--- src/rtl/query_loader.sv ---
`default_nettype none
// ============================================================================
// Module   : query_loader
// Purpose  : Upstream feeder for the vocabulary matcher. Loads a byte-stream
//            query into the matcher input memory from a programmable base,
//            appends the zero terminator, starts the matcher, and forwards
//            its found/done result downstream with an error flag.
// Revision : 1.0 - initial release
// ----------------------------------------------------------------------------
// Ports:
//   clk, rst        clock, asynchronous active-high reset
//   base_addr       first memory address of the query (taken on first byte)
//   in_valid/in_ready/in_data/in_last
//                   query byte stream (transfer on in_valid && in_ready)
//   wr_en/wr_addr/wr_data
//                   input-memory write port
//   match_rst       re-arm pulse to the matcher (high during/just after reset)
//   match_cs        one-cycle matcher start
//   match_done/match_found
//                   matcher completion and hit flag
//   result_valid/result_ready/result_found/result_err
//                   result handshake towards the consumer
// ============================================================================
module query_loader #(
  parameter int ADDR_WIDTH = 4,
  parameter int DATA_WIDTH = 8
) (
  input  logic                  clk,
  input  logic                  rst,
  input  logic [ADDR_WIDTH-1:0] base_addr,
  input  logic                  in_valid,
  input  logic [DATA_WIDTH-1:0] in_data,
  input  logic                  in_last,
  output logic                  in_ready,
  output logic                  wr_en,
  output logic [ADDR_WIDTH-1:0] wr_addr,
  output logic [DATA_WIDTH-1:0] wr_data,
  output logic                  match_rst,
  output logic                  match_cs,
  input  logic                  match_done,
  input  logic                  match_found,
  output logic                  result_valid,
  output logic                  result_found,
  output logic                  result_err,
  input  logic                  result_ready
);

  localparam logic [2:0] S_IDLE   = 3'd0;
  localparam logic [2:0] S_LOAD   = 3'd1;
  localparam logic [2:0] S_DRAIN  = 3'd2;
  localparam logic [2:0] S_TERM   = 3'd3;
  localparam logic [2:0] S_START  = 3'd4;
  localparam logic [2:0] S_WAIT   = 3'd5;
  localparam logic [2:0] S_RESULT = 3'd6;

  // Last memory slot; a character here would leave no room for the terminator.
  localparam logic [ADDR_WIDTH-1:0] PTR_MAX = '1;

  logic [2:0]            state_q, state_d;
  logic [ADDR_WIDTH-1:0] ptr_q, ptr_d;
  logic                  err_q, err_d;
  logic                  any_q, any_d;      // at least one character written
  logic                  in_ready_q, in_ready_d;
  logic                  wr_en_q, wr_en_d;
  logic [ADDR_WIDTH-1:0] wr_addr_q, wr_addr_d;
  logic [DATA_WIDTH-1:0] wr_data_q, wr_data_d;
  logic                  match_rst_q, match_rst_d;
  logic                  match_cs_q, match_cs_d;
  logic                  result_valid_q, result_valid_d;
  logic                  result_found_q, result_found_d;
  logic                  result_err_q, result_err_d;

  logic                  hs;
  logic [ADDR_WIDTH-1:0] ptr_cur;
  logic                  err_cur;
  logic                  any_cur;

  assign hs = in_valid && in_ready_q;

  // The first byte is handled in IDLE with the same rules as LOAD, using the
  // freshly sampled base and cleared flags instead of the stored ones.
  assign ptr_cur = (state_q == S_IDLE) ? base_addr : ptr_q;
  assign err_cur = (state_q == S_IDLE) ? 1'b0 : err_q;
  assign any_cur = (state_q == S_IDLE) ? 1'b0 : any_q;

  always_comb begin
    state_d        = state_q;
    ptr_d          = ptr_q;
    err_d          = err_q;
    any_d          = any_q;
    wr_en_d        = 1'b0;
    wr_addr_d      = wr_addr_q;
    wr_data_d      = wr_data_q;
    match_rst_d    = 1'b0;
    result_found_d = result_found_q;
    result_err_d   = result_err_q;

    case (state_q)
      S_IDLE, S_LOAD: begin
        if (hs) begin
          ptr_d = ptr_cur;
          err_d = err_cur;
          any_d = any_cur;
          if (in_data == '0) begin
            err_d   = err_cur | ~any_cur;
            state_d = in_last ? S_TERM : S_DRAIN;
          end else if (ptr_cur == PTR_MAX) begin
            err_d   = 1'b1;
            state_d = in_last ? S_TERM : S_DRAIN;
          end else begin
            wr_en_d   = 1'b1;
            wr_addr_d = ptr_cur;
            wr_data_d = in_data;
            ptr_d     = ptr_cur + 1'b1;
            any_d     = 1'b1;
            state_d   = in_last ? S_TERM : S_LOAD;
          end
        end
      end
      S_DRAIN: begin
        if (hs && in_last) begin
          state_d = S_TERM;
        end
      end
      S_TERM: begin
        if (!err_q) begin
          wr_en_d   = 1'b1;
          wr_addr_d = ptr_q;
          wr_data_d = '0;
          state_d   = S_START;
        end else begin
          result_found_d = 1'b0;
          result_err_d   = 1'b1;
          state_d        = S_RESULT;
        end
      end
      S_START: begin
        // match_done is ignored here; the matcher needs at least two cycles.
        state_d = S_WAIT;
      end
      S_WAIT: begin
        if (match_done) begin
          result_found_d = match_found;
          result_err_d   = err_q;
          state_d        = S_RESULT;
        end
      end
      S_RESULT: begin
        if (result_ready) begin
          match_rst_d    = 1'b1;
          result_found_d = 1'b0;
          result_err_d   = 1'b0;
          state_d        = S_IDLE;
        end
      end
      default: begin
        state_d = S_IDLE;
      end
    endcase

    // State-derived outputs are registered from the next state so they line
    // up with the state they describe.
    in_ready_d     = (state_d == S_IDLE) || (state_d == S_LOAD) || (state_d == S_DRAIN);
    match_cs_d     = (state_d == S_START);
    result_valid_d = (state_d == S_RESULT);
  end

  always_ff @(posedge clk or posedge rst) begin
    if (rst) begin
      state_q        <= S_IDLE;
      ptr_q          <= '0;
      err_q          <= 1'b0;
      any_q          <= 1'b0;
      in_ready_q     <= 1'b0;
      wr_en_q        <= 1'b0;
      wr_addr_q      <= '0;
      wr_data_q      <= '0;
      match_rst_q    <= 1'b1;
      match_cs_q     <= 1'b0;
      result_valid_q <= 1'b0;
      result_found_q <= 1'b0;
      result_err_q   <= 1'b0;
    end else begin
      state_q        <= state_d;
      ptr_q          <= ptr_d;
      err_q          <= err_d;
      any_q          <= any_d;
      in_ready_q     <= in_ready_d;
      wr_en_q        <= wr_en_d;
      wr_addr_q      <= wr_addr_d;
      wr_data_q      <= wr_data_d;
      match_rst_q    <= match_rst_d;
      match_cs_q     <= match_cs_d;
      result_valid_q <= result_valid_d;
      result_found_q <= result_found_d;
      result_err_q   <= result_err_d;
    end
  end

  assign in_ready     = in_ready_q;
  assign wr_en        = wr_en_q;
  assign wr_addr      = wr_addr_q;
  assign wr_data      = wr_data_q;
  assign match_rst    = match_rst_q;
  assign match_cs     = match_cs_q;
  assign result_valid = result_valid_q;
  assign result_found = result_found_q;
  assign result_err   = result_err_q;

endmodule
`default_nettype wire

--- config.mk ---
export PLATFORM = sky130hd
export DESIGN_NAME = query_loader
export DESIGN_NICKNAME = d
export VERILOG_FILES = /design/src/rtl/query_loader.sv
export SDC_FILE = /design/constraint.sdc
export NUM_CORES = 1
export LEC_CHECK = 0
export ABC_AREA = 1
export ABC_CLOCK_PERIOD_IN_PS = 1800
export BUFFER_PORTS_ARGS = -buffer_cell sky130_fd_sc_hd__buf_2
export CORE_MARGIN = 8
export CORE_UTILIZATION = 35
export CTS_CLUSTER_SIZE = 28
export DETAILED_ROUTE_END_ITERATION = 10
export SETUP_SLACK_MARGIN = 0.1
export SLEW_MARGIN = 20
export SYNTH_ARGS = -nofsm -noshare
export SYNTH_HDL_FRONTEND = slang
export SYNTH_SLANG_ARGS = --single-unit
--- constraint.sdc ---
create_clock -name clk -period 1.8 [get_ports clk]
set_clock_uncertainty 0.2 [all_clocks]
set_input_delay 0.09 -clock clk [delete_from_list [all_inputs] [get_ports clk]]
set_output_delay 0.09 -clock clk [all_outputs]
set_load 0.1 [all_outputs]
==> run summary, run 1 <==
## Run status
- completed — result of the run

## Critical path
- flip-flop to flip-flop — critical path class
- 0.42 ns — delay of the slowest cell on the worst path
- 8 — maximum fanout encountered on the critical timing path
- 1.76 ns — data arrival time of the critical path
- nor2_4, nand2_4, nand2_2, nand2_2, ha_4, nand3_4, nand3_4, buf_12, nand3_2, nand2_1 — cells traversed along the worst timing path
- sky130_fd_sc_hd__dfrtp_1 — slowest cell on the critical path
- 1.77 ns — required time of the critical path
- flip-flop — CP endpoint kind
- flip-flop — Worst Setup Start Kind

## Logic synthesis
- 2.70% — compound-cell area share of the yosys netlist
- 47.3% — post-synthesis sequential area ratio
- 1480 µm² — summed instance area of the synthesized netlist
- 0 — Ys Warns
- 0% — synthesized-area fraction occupied by xor and xnor cells
- 0.844% — synthesized-area fraction occupied by adder cells
- 28 — Yosys reg bits
- 7.80 µm² — Synth Area per Inst
- 210 — Post-Synthesis Net Count
- 45.6% — area fraction of the dominant cell type after synthesis
- sky130_fd_sc_hd__nand2_1 — cell with the most instances after synthesis
- 65 x sky130_fd_sc_hd__nand2_1, 27 x sky130_fd_sc_hd__dfrtp_1, 24 x sky130_fd_sc_hd__inv_1 — top cells by instance count after synthesis
- sky130_fd_sc_hd__dfrtp_1 — Yosys top cell by area
- sky130_fd_sc_hd__dfrtp_1 — dominant synthesized flop cell
- sky130_fd_sc_hd__dfrtp_1 46%, sky130_fd_sc_hd__nand2_1 16%, sky130_fd_sc_hd__nand3_1 7.1% — leading post-synthesis cells by cell area
- 20 — post-synthesis cell type count
- 40.8% — share of synthesized cell area in and, or, nand and nor gates
- 190 — synthesized instance count
- 0 — number of enable flip-flop cells after synthesis
- 100% — async set or reset register ratio after synthesis
- simple AND/OR/NAND/NOR gates — largest family of logic cells by synthesized area
- 0% — mux contribution to synthesized area

## STA
- 0.0379 ns — hold_ws
- 99.0% — part of the cycle the worst path needs
- 67.3% — Slew headroom
- 0 — endpoints failing setup
- 0.494 ns — worst-margin pin slew
- 0.561 GHz — highest attainable clock frequency
- yes — unrepaired setup endpoints after global routing
- 0 — count of final hold-check violations
- 1.78 ns — post-layout min period
- 0 — final-report max-slew violation count

## Placed design
- 37 — input/output buffers
- 0.831 — GPL Wtd Cong
- 2840 µm — half-perimeter wire length after detailed placement

## GRT
- 6340 µm — global-route wire length before repair
- 29 — largest net degree at the start of global routing
- 1459 — vias in the first global route
- 0 — GRT Residual Overflow
- 12.1% — Total Routing Usage GR
- 0 — antenna violations before repair

## Route
- 37 — detailed router's first-iteration violation count
- 4.48 — via/cell ratio
- 12.2 µm — WL per Instance
- 3790 µm — total wire length
- 4 — first-pass detailed-route iteration total
- 1397 — via count
- 0 — Final ANT Viol Nets
- 0 — remaining routing DRC violations

## Clock tree
- 0.28 ns — clock latency at the later pin of the worst-skew pair
- sky130_fd_sc_hd__clkbuf_8 — clock tree root buffer cell
- 3 — number of buffers added by the clock tree synthesis step
- 28 — clock sink count
- 0.10 ns — clock transition at the registers of the reported paths
- 2 — Bufs on Longest Clock Path
- yes — TritonCTS clock tree
- 1 — level count of the clock H-tree

## Cells and area
- 0 — Antenna Diode Count
- 44.3% — Syn-to-layout area delta
- 283 — post-layout net count
- 393 — Layout fillers
- 35.5% — proportion of layout cells with a drive suffix above 1

## Floorplan
- 4030 µm² — total core area
- 36.8% — Initial Util
- 38 — number of placed I/O pins
- 81.1 µm — die extent in x
- 23 — Cell Rows
- 6570 µm² — Die Footprint
- 81.1 µm — height of the die

## Job
- 0 — count of maximum capacitance violations

## Min path
- input pin to flip-flop — Hold/Removal Path Class

==> placed cells by master (no fill, tap or decap) <==
cell type,synthesis,final
sky130_fd_sc_hd__buf_12,0,2
sky130_fd_sc_hd__buf_2,1,37
sky130_fd_sc_hd__ha_4,0,1
sky130_fd_sc_hd__nor2_4,1,1
sky130_fd_sc_hd__nor2_1,16,12
sky130_fd_sc_hd__inv_1,24,24
sky130_fd_sc_hd__a21oi_1,1,1
sky130_fd_sc_hd__nand3_4,2,2
sky130_fd_sc_hd__nor3_1,3,3
sky130_fd_sc_hd__o21ai_0,7,6
sky130_fd_sc_hd__nand2_1,65,60
sky130_fd_sc_hd__buf_4,0,18
sky130_fd_sc_hd__nand4_1,2,2
sky130_fd_sc_hd__bufinv_16,0,1
sky130_fd_sc_hd__nand2_2,5,9
sky130_fd_sc_hd__dfrtp_4,0,1
sky130_fd_sc_hd__nand3_1,21,21
sky130_fd_sc_hd__dfrtp_1,27,26
sky130_fd_sc_hd__nor2_2,0,4
sky130_fd_sc_hd__o21ai_2,0,1
sky130_fd_sc_hd__inv_2,2,2
sky130_fd_sc_hd__nand2_4,1,2
sky130_fd_sc_hd__nand3_2,8,8
sky130_fd_sc_hd__dfstp_2,1,1
sky130_fd_sc_hd__dlygate4sd3_1,0,14
sky130_fd_sc_hd__clkbuf_8,0,3
==> routing by layer <==
| metal | GRT usage [%] | vias up | routed length [µm] |
|---|---|---|---|
| li1 | - | 738 | - |
| met1 | 14.3 | 629 | 1700 |
| met2 | 21.3 | 26 | 1860 |
| met3 | 3.53 | 4 | 193 |
| met4 | 2.68 | 0 | 31 |
| met5 | 0 | - | 0 |
==> logic make-up after synthesis <==
group | Yosys count
AND/OR/NAND/NOR | 124
flip-flops | 28
AO/OA/AOI/OAI | 8
adder cells (fa/ha/maj) | 1
buffers and inverters | 29
==> through the flow <==
stage / worst slack [ns] / utilization (%) / instances / setup TNS, ns / area, µm²
after floorplan: -0.0309 / - / 190 / -0.247 / 1500
after global placement: 0.0219 / 46.8 / 292 / 0 / 1890
after detailed placement: -0.0182 / 46.8 / 292 / -0.0311 / 1890
after CTS: -0.00482 / 52.6 / 311 / -0.00482 / 2120
after global routing: -0.0879 / 53.1 / 312 / -0.994 / 2140
final: 0.0185 / 53.1 / 312 / 0 / 2140
==> registers in the layout, indices dropped and copies added, names as in the netlist, 3 cells and up <==
| register | cells |
|---|---|
| state_q | 3 |
| wr_addr | 4 |
| wr_data | 8 |
| ptr_q | 4 |
==> repair_timing <==
| item | in CTS | in global routing |
|---|---|---|
| setup buffers | 1 | 1 |
| endpoints found under the setup margin | 20 | 23 |
| hold endpoints to repair | 42 | 0 |
| gates resized for setup | 6 | 4 |
| hold buffers | 14 | 0 |
| pin swaps | 5 | 2 |
==> cell type report <==
| type | count | area [µm²] | area share, % |
|---|---|---|---|
| Inverter | 26 | 97.6 | 4.56 |
| Clock buffer | 3 | 41.3 | 1.93 |
| Timing Repair Buffer | 71 | 500 | 23.4 |
| Clock inverter | 1 | 30.0 | 1.40 |
| Multi-Input combinational cell | 133 | 702 | 32.8 |
| Sequential cell | 28 | 706 | 33.0 |
| Tap cell | 50 | 62.6 | 2.92 |
==> worst max-delay path, delay by kind of cell (launching register included) <==
| family | cells | cell delay, ns |
|---|---|---|
| buffers and inverters | 1 | 0.18 |
| and+or+nand+nor | 8 | 0.71 |
| DFF | 1 | 0.42 |
| adders and majority gates | 1 | 0.17 |
==> final timing paths <==
| check | from | to | slack [ns] | depth (start not counted) |
|---|---|---|---|---|
| max in group asynchronous | rst | match_rst | 0.88 | 4 |
| worst max register to register | state_q[1] | wr_data[0] | 0.02 | 10 |
| min in group asynchronous | rst | wr_data[5] | 0.21 | 4 |
| worst max-delay path | state_q[1] | wr_data[0] | 0.02 | 10 |
| worst min-delay path | base_addr[3] | wr_addr[3] | 0.04 | 5 |
| worst min register to register | result_err | result_err | 0.27 | 2 |
Power of run 1 is not shown: default switching activity piles up to over one toggle a cycle in this logic, so the estimate is an artifact.
==> run 2: changes to the inputs <==
Settings changed: PLACE_DENSITY_LB_ADDON from default to 0.08.
==> run 2 against run 1 <==
  * The run now ends with setup timing left
  * Global-route usage down 0.15 points
  * Non-clock buffer count up 4
  * Routed wire length up 2.0%
  * Register-to-register slack worse by 0.05 ns
  * Clock-buffer cell count unchanged
  * Critical endpoint is now wr_data[2]
  * Largest cell class is now multi-input combinational cells
  * Highest routed layer unchanged
==> run summary, run 2 (synthesis gave the netlist of run 1 again) <==
## Clock tree
- 28 — clock sink count, unchanged
- 0.09 ns — clock transition at the registers of the reported paths, was 0.10 ns
- sky130_fd_sc_hd__clkbuf_8 — clock tree root buffer cell, unchanged
- yes — TritonCTS clock tree, unchanged
- 0.27 ns — clock latency at the later pin of the worst-skew pair, was 0.28 ns
- 2 — Bufs on Longest Clock Path, unchanged
- 3 — number of buffers added by the clock tree synthesis step, unchanged
- 1 — level count of the clock H-tree, unchanged

## Placed design
- 2840 µm — half-perimeter wire length after detailed placement, about the same
- 0.775 — GPL Wtd Cong, was 0.831
- 37 — input/output buffers, unchanged
- 294 — Placed Cells incl. Taps, was 292

## STA
- 0.545 GHz — highest attainable clock frequency, was 0.561 GHz
- 102% — part of the cycle the worst path needs, was 99.0%
- 10 — endpoints failing setup, was 0
- 0.570 ns — worst-margin pin slew, was 0.494 ns
- 1.83 ns — post-layout min period, was 1.78 ns
- 62.0% — Slew headroom, was 67.3%
- yes — unrepaired setup endpoints after global routing, unchanged
- 0 — final-report max-slew violation count, unchanged
- 0 — count of final hold-check violations, unchanged
- -0.0343 ns — Worst Setup Slack, final, was 0.0185 ns

## Run status
- finished with violations — result of the run, was completed
- setup timing — violated checks

## Route
- 12.2 µm — WL per Instance, about the same
- 0 — Final ANT Viol Nets, unchanged
- 4.38 — via/cell ratio, was 4.48
- 191 µm — met3 layer wire length in the routed design, was 193 µm
- 3870 µm — total wire length, was 3790 µm
- 34 — detailed router's first-iteration violation count, was 37
- 1720 µm — wire length on met1, was 1700 µm
- 1920 µm — total met2 wirelength after detailed routing, was 1860 µm
- 1388 — via count, was 1397
- 3 — first-pass detailed-route iteration total, was 4
- 0 — remaining routing DRC violations, unchanged
- met4 — highest metal used, unchanged

## Critical path
- 6 — maximum fanout encountered on the critical timing path, was 8
- 0.43 ns — delay of the slowest cell on the worst path, was 0.42 ns
- 1.81 ns — data arrival time of the critical path, was 1.76 ns
- sky130_fd_sc_hd__dfrtp_1 — slowest cell on the critical path, unchanged
- 1 — Worst Path Buf+Inv, unchanged
- flip-flop — CP endpoint kind, unchanged
- 1.78 ns — required time of the critical path, was 1.77 ns
- flip-flop — Worst Setup Start Kind, unchanged
- flip-flop to flip-flop — critical path class, unchanged
- nor2_4, nand2_4, nand2_2, nand2_4, ha_4, nand3_4, nand3_4, buf_6, nand3_2, nand2_1 — cells traversed along the worst timing path, was nor2_4, nand2_4, nand2_2, nand2_2, ha_4, nand3_4, nand3_4, buf_12, nand3_2, nand2_1
- simple AND/OR/NAND/NOR gates — delay-heaviest family, CP, unchanged

## Cells and area
- 288 — post-layout net count, was 283
- 774 µm² — combined area of the multi-input logic cells, was 702 µm²
- 406 — Layout fillers, was 393
- 52.1% — Syn-to-layout area delta, was 44.3%
- 706 µm² — FF+latch area, unchanged
- 55 x sky130_fd_sc_hd__nand2_1, 37 x sky130_fd_sc_hd__buf_2, 26 x sky130_fd_sc_hd__dfrtp_1, 24 x sky130_fd_sc_hd__inv_1, 17 x sky130_fd_sc_hd__buf_4 — commonest cells after routing, fill and taps aside, was 60 x sky130_fd_sc_hd__nand2_1, 37 x sky130_fd_sc_hd__buf_2, 26 x sky130_fd_sc_hd__dfrtp_1, 24 x sky130_fd_sc_hd__inv_1, 21 x sky130_fd_sc_hd__nand3_1
- 0 — Antenna Diode Count, unchanged
- 41.2% — proportion of layout cells with a drive suffix above 1, was 35.5%
- sky130_fd_sc_hd__nand2_1 — leading cell type in the layout, fill and taps excluded, unchanged
- 8 — number of flip-flops under the largest register name, unchanged
- 317 — post-layout instance count excluding filler cells, was 312

## GRT
- 6200 µm — global-route wire length before repair, was 6340 µm
- 12.0% — Total Routing Usage GR, was 12.1%
- 0 — GRT Residual Overflow, unchanged
- 1396 — vias in the first global route, was 1459
- 17 — largest net degree at the start of global routing, was 29
- 0 — antenna violations before repair, unchanged

## Floorplan
- 6570 µm² — Die Footprint, unchanged
- 81.1 µm — height of the die, unchanged
- 81.1 µm — die extent in x, unchanged
- 23 — Cell Rows, unchanged
- 4030 µm² — total core area, unchanged
- 36.8% — Initial Util, unchanged
- 38 — number of placed I/O pins, unchanged

## Job
- 0 — count of maximum capacitance violations, unchanged

## Min path
- input pin to flip-flop — Hold/Removal Path Class, unchanged

==> run 2: layout make-up <==
type                    count  area share [%]
multi-input cells         134            34.4
flip-flops and latches     28            31.3
repair buffers             75            24.0
inverters                  26            4.44
well taps                  50            2.77
clock buffers               3            1.83
clock inverters             1            1.33
==> run 2: path summary, 6_finish.rpt <==
path	cells past startpoint	end	slack, ns	startpoint
max	10	wr_data[2]	-0.03	state_q[2]
min	6	wr_addr[3]	0.10	base_addr[3]
max reg2reg	10	wr_data[2]	-0.03	state_q[2]
min reg2reg	2	result_err	0.27	result_err
max in group asynchronous	4	wr_data[3]	0.66	rst
min in group asynchronous	3	wr_data[7]	0.20	rst
==> run 2: metrics by stage <==
stage                     util, %  setup TNS, ns  worst slack [ns]  hold WS, ns  cell area (µm²)
after floorplan                 -         -0.247           -0.0309      -0.0453             1500
after global placement       46.9              0            0.0128      -0.0207             1890
after detailed placement     46.9        -0.0167          -0.00707     -0.00996             1890
after CTS                    53.7       -0.00323          -0.00259        0.106             2160
after global routing         56.0          -2.26            -0.143        0.115             2250
final                        56.0         -0.249           -0.0343        0.102             2250
==> run 2: what timing repair did <==
item / 4_1_cts / 5_1_grt
buffers inserted: 4 / 0
hold endpoints to repair: 26 / 0
endpoints found under the setup margin: 20 / 23
pin swaps: 7 / 13
cloned: 1 / 0
gates resized for setup: 7 / 26
hold buffers: 14 / 0
==> run 2: worst register-to-register path, delay by kind of cell (launching register included) <==
| family | cells | cell delay (ns) |
|---|---|---|
| buffers and inverters | 1 | 0.17 |
| AND/OR/NAND/NOR | 8 | 0.78 |
| adder cells (fa/ha/maj) | 1 | 0.16 |
| flip-flops | 1 | 0.43 |
==> run 2: layer usage <==
layer  vias up  track usage, %
li1        748               -
met1       618            14.7
met2        18            20.4
met3         4            2.54
met4         0            3.75
met5         -               0
Power of run 2 is left out for the same reason.
